File: src/rtl/uart_pkg.sv
// Shared types and defaults for the UART transmit-side arbiter and its picker.
package uart_pkg;

    localparam int unsigned NREQ_DEF  = 4;
    localparam int unsigned GUARD_DEF = 8;
    localparam int unsigned IDW       = $clog2(NREQ_DEF);

    typedef enum logic [1:0] {
        IDLE,
        LOAD,
        WAIT_BUSY,
        WAIT_DONE
    } arb_state_e;

endpackage

File: src/rtl/uart_rr_pick.sv
// Combinational round-robin picker: first set request strictly after 'last', wrapping modulo NREQ.
module uart_rr_pick #(
    parameter int unsigned NREQ = 4,
    parameter int unsigned ID_W = $clog2(NREQ)
) (
    input  logic [NREQ-1:0] req,
    input  logic [ID_W-1:0] last,
    output logic [ID_W-1:0] winner,
    output logic            found
);

    int unsigned idx;

    always_comb begin
        winner = '0;
        found  = 1'b0;
        idx    = 0;
        for (int unsigned k = 1; k <= NREQ; k++) begin
            idx = (32'(last) + k) % NREQ;
            if (!found && req[ID_W'(idx)]) begin
                found  = 1'b1;
                winner = ID_W'(idx);
            end
        end
    end

endmodule

File: src/rtl/uart_tx_arbiter.sv
// Round-robin arbiter sharing one transmit_engine between NREQ byte sources.
// Optional UART_TX_ARB_PRIORITY_EN: requester 0 becomes strict priority over the round-robin group.
module uart_tx_arbiter
    import uart_pkg::*;
#(
    parameter int unsigned NREQ  = NREQ_DEF,
    parameter int unsigned GUARD = GUARD_DEF
) (
    input  logic                     clk,
    input  logic                     reset,
    input  logic [NREQ-1:0]          req_valid,
    input  logic [8*NREQ-1:0]        req_data,
    output logic [NREQ-1:0]          req_ack,
    input  logic                     txrdy,
    output logic [7:0]               out_port,
    output logic                     load,
    output logic [$clog2(NREQ)-1:0]  grant_id,
    output logic                     busy,
    output logic                     stall
);

    localparam int unsigned ID_W   = $clog2(NREQ);
    localparam int unsigned GCNT_W = $clog2(GUARD + 1);
    localparam logic [ID_W-1:0] ID_LAST = ID_W'(NREQ - 1);

    arb_state_e        state_q, state_d;
    logic [GCNT_W-1:0] guard_q, guard_d;
    logic [7:0]        out_port_d;
    logic              load_d, busy_d, stall_d;
    logic [NREQ-1:0]   req_ack_d;
    logic [ID_W-1:0]   grant_id_d;

    logic [NREQ-1:0]   pick_req;
    logic [ID_W-1:0]   rr_last, pick_winner, winner;
    logic              pick_found, found;

`ifdef UART_TX_ARB_PRIORITY_EN
    // Separate round-robin pointer so grants to requester 0 leave the rotation untouched.
    logic [ID_W-1:0] rr_q, rr_d;

    assign pick_req = req_valid & ~NREQ'(1);
    assign rr_last  = rr_q;
    assign winner   = req_valid[0] ? '0 : pick_winner;
    assign found    = req_valid[0] | pick_found;

    always_comb begin
        rr_d = rr_q;
        if (state_q == IDLE && txrdy && found && winner != '0) begin
            rr_d = winner;
        end
    end

    always_ff @(posedge clk or negedge reset) begin
        if (!reset) begin
            rr_q <= ID_LAST;
        end else begin
            rr_q <= rr_d;
        end
    end
`else
    assign pick_req = req_valid;
    assign rr_last  = grant_id;
    assign winner   = pick_winner;
    assign found    = pick_found;
`endif

    uart_rr_pick #(
        .NREQ (NREQ),
        .ID_W (ID_W)
    ) u_pick (
        .req    (pick_req),
        .last   (rr_last),
        .winner (pick_winner),
        .found  (pick_found)
    );

    // Next-state and next-output logic
    always_comb begin
        state_d    = state_q;
        guard_d    = guard_q;
        out_port_d = out_port;
        grant_id_d = grant_id;
        load_d     = 1'b0;
        req_ack_d  = '0;
        stall_d    = 1'b0;

        case (state_q)
            IDLE: begin
                if (txrdy && found) begin
                    out_port_d        = req_data[32'(winner)*8 +: 8];
                    grant_id_d        = winner;
                    req_ack_d[winner] = 1'b1;
                    load_d            = 1'b1;
                    state_d           = LOAD;
                end
            end
            LOAD: begin
                guard_d = '0;
                state_d = WAIT_BUSY;
            end
            WAIT_BUSY: begin
                if (!txrdy) begin
                    state_d = WAIT_DONE;
                end else if (guard_q == GCNT_W'(GUARD - 1)) begin
                    // Engine never took the byte: drop the frame rather than retry.
                    stall_d = 1'b1;
                    state_d = IDLE;
                end else begin
                    guard_d = guard_q + GCNT_W'(1);
                end
            end
            WAIT_DONE: begin
                if (txrdy) begin
                    state_d = IDLE;
                end
            end
            default: state_d = IDLE;
        endcase

        busy_d = (state_d != IDLE);
    end

    always_ff @(posedge clk or negedge reset) begin
        if (!reset) begin
            state_q  <= IDLE;
            guard_q  <= '0;
            out_port <= '0;
            load     <= 1'b0;
            req_ack  <= '0;
            grant_id <= ID_LAST;
            busy     <= 1'b0;
            stall    <= 1'b0;
        end else begin
            state_q  <= state_d;
            guard_q  <= guard_d;
            out_port <= out_port_d;
            load     <= load_d;
            req_ack  <= req_ack_d;
            grant_id <= grant_id_d;
            busy     <= busy_d;
            stall    <= stall_d;
        end
    end

endmodule

File: config.mk
export PLATFORM = sky130hd
export DESIGN_NAME = uart_tx_arbiter
export DESIGN_NICKNAME = d
export VERILOG_FILES = /design/src/rtl/uart_pkg.sv /design/src/rtl/uart_rr_pick.sv /design/src/rtl/uart_tx_arbiter.sv
export SDC_FILE = /design/constraint.sdc
export NUM_CORES = 1
export LEC_CHECK = 0
export CORE_AREA = 2 2 70 52
export DETAILED_ROUTE_END_ITERATION = 8
export DIE_AREA = 0 0 72 54
export GPL_ROUTABILITY_DRIVEN = 0
export GPL_TIMING_DRIVEN = 0
export PLACE_DENSITY = 0.76
export SETUP_SLACK_MARGIN = 0.02
export SLEW_MARGIN = 20
export SYNTH_ARGS = -nofsm -noshare
export SYNTH_HDL_FRONTEND = slang
export SYNTH_HIERARCHICAL = 1
export SYNTH_SLANG_ARGS = --single-unit
File: constraint.sdc
create_clock -name clk -period 2.75 [get_ports clk]
set_input_delay 0.55 -clock clk [delete_from_list [all_inputs] [get_ports clk]]
set_output_delay 0.55 -clock clk [all_outputs]
set_load 0.05 [all_outputs]
==> metrics.txt, run 1 <==
status=completed; antenna viol nets, final=0; Critical Path Stages=7; total track usage=0.165; Pwr per Cell Area=964 nW/um^2; gr ovfl total=0; vias in the first global route=~1100; pin count of the biggest net entering global routing=24; Worst-path clk slew=approximately 90 ps; final setup vio count=0; CP Data Required Time=~2900 ps; Layout Nets=200; non-filler cells, final=199; worst-margin pin slew=525 ps; Yosys reg bits=23; Pleak=between 0.7 and 0.8 nW; normalized max-slew margin=0.649; Synth Instances=101; Avg Inst Size Synth=~13 sq um; Die Area=roughly 3900 sq um; first-pass GRT wire length=~4.8 mm; R2R depth=6; share of cells above drive strength 1=0.214; number of antenna violations at the first check in global routing=0; Startpoint Class=input pin; Final Skew=7.20 ps; max cap viols=0; Buf/Inv on CP=2; port bufs=54; most frequent cells in the layout=clkdlybuf4s50_1, dfrtp_1, mux2_2, mux4_2, nor2_1; row count=18; Max Clk Rate=~0.4 GHz; CP endpoint kind=flip-flop; Clock Path Buffers=2; Worst path slowest cell=clkdlybuf4s50_1; CTS tree=yes; placed insts=195; Die Ht=about 54 um; Die W=around 72 um; Post-Syn Nets=141; Worst VDD drop=between 0.0008 and 0.0009 V; synth warn=6; Final Util=0.573; RSZ-0062 raised after global routing=no; detailed placement HPWL=about 2.4 mm; htree depth=1; CP Max Fanout=10; final WL=slightly above 3 mm; post_cts resized=0; root buf cell=clkbuf_8; Worst Path Arrival=2620 ps; crit path cell chain=clkdlybuf4s50_1 -> and2b_1 -> a21oi_2 -> o221ai_2 -> buf_6 -> mux4_2 -> mux2_2; synth unique cells=38; CP max stage delay=520 ps; commonest non-fill, non-tap cell in the layout=clkdlybuf4s50_1; fin crit share=0.897; drt wl/cell=between 15 and 20 um; Starting Density=0.382; n_diodes=0; mapped cell area=between 1000 and 1500 sq um; Worst Hold Class=in -> async; crit path kind=in -> reg; Seq/Total Area, Yosys=0.457; Area Overhead vs Synth=50.2%; CTS Sinks=23; Core Region=about 3300 sq um; crit path time final=about 2500 ps; Post-route DRC=0; Slew Limit Fails=0; worst-skew pair later-pin latency=270 ps; Initial DRC Count=8; number of hold buffers added after CTS=0; CP top delay family=multiplexers; post-CTS setup buffers=0; DRT Pass-1 Iters=4; Avg Vias per Cell=approximately 5.2; Num CTS Buffers=3; Via Count=1039; final-report hold violation count=0; I/O Pins=between 50 and 60
## logic make-up after synthesis
group                      after synthesis  share of synthesized area
buffers and inverters                   11                     0.0495
DFF                                     23                      0.457
and+or+nand+nor                         27                      0.130
adders and majority gates                1                    0.00990
AOI/OAI and AO/OA                       20                      0.114
muxes                                   19                      0.240
## layout make-up
class | instances | area, sq um
buffer | 8 | 51.3
clock inverter | 1 | 7.51
multi-input combinational | 67 | 623
fill | 278 | 1410
timing repair buffer | 54 | 536
tap | 40 | 50.0
clock buffer | 3 | 41.3
sequential | 23 | 578
inverter | 3 | 11.3
## synthesized netlist by cell type (all sizes together)
master / number / share of area
a21o: 1 / 0.0059
a21oi: 5 / 0.023
a2bb2oi: 2 / 0.014
a31oi: 1 / 0.0050
and2b: 1 / 0.0059
and3: 2 / 0.011
and3b: 2 / 0.014
buf: 6 / 0.035
clkbuf: 2 / 0.0059
dfrtp: 21 / 0.42
dfstp: 2 / 0.042
ha: 1 / 0.0099
inv: 3 / 0.0089
mux2: 10 / 0.089
mux2i: 1 / 0.0079
mux4: 8 / 0.14
nand2: 3 / 0.0089
nand2b: 4 / 0.020
nand3: 1 / 0.0040
nand3b: 1 / 0.0059
nand4: 2 / 0.0099
nor2: 6 / 0.018
nor2b: 2 / 0.0099
nor3b: 1 / 0.0059
nor4bb: 1 / 0.0079
o211ai: 4 / 0.028
o21ai: 4 / 0.016
o21bai: 1 / 0.0059
o221ai: 1 / 0.012
o22ai: 1 / 0.0050
or4: 1 / 0.0089
## state kept, by name, summed over array words and instances, names as in the netlist
register	cells
busy	1
grant_id	2
guard_q	4
load	1
out_port	8
req_ack	4
stall	1
state_q	2
## final timing paths
check / from / end / slack, ps
max: req_valid[3] / out_port[3] / 280
min: reset / state_q[0] / 250
max reg2reg: grant_id[1] / out_port[3] / 480
min reg2reg: out_port[4] / out_port[4] / 520
max in group asynchronous: reset / grant_id[0] / 2140
min in group clk: out_port[4] / out_port[4] / 520
## stage by stage
stage	power (mW)	setup WS, ps	cell area [sq um]	hold WS [ps]	TNS (ps)
after global routing	1.94	155	1900	270	0
after CTS	1.85	265	1900	525	0
after global placement	1.60	28.1	1850	490	0
after floorplan	1.29	448	1260	254	0
final	1.83	282	1900	247	0
after detailed placement	1.63	-23.1	1850	499	-84.8
## per-layer routing
metal,share of wire,vias to the layer above,GRT usage
met5,0,-,0
met4,0.0033,0,0.0189
met3,0.073,3,0.0637
met2,0.51,36,0.313
met1,0.41,508,0.185
li1,-,492,-
## power breakdown
group          switching [mW]  internal, mW
Sequential             0.0962         0.471
Combinational           0.589         0.458
Clock                   0.113         0.103
Total                   0.798          1.03
No activity file was read; power rests on OpenSTA's default activity.
==> run 2, diff against run 1 <==
HOLD_SLACK_MARGIN = 0.08   (was unset)
==> results of run 2 <==
The final DEF is identical to that of run 1; final timing and power are the same.
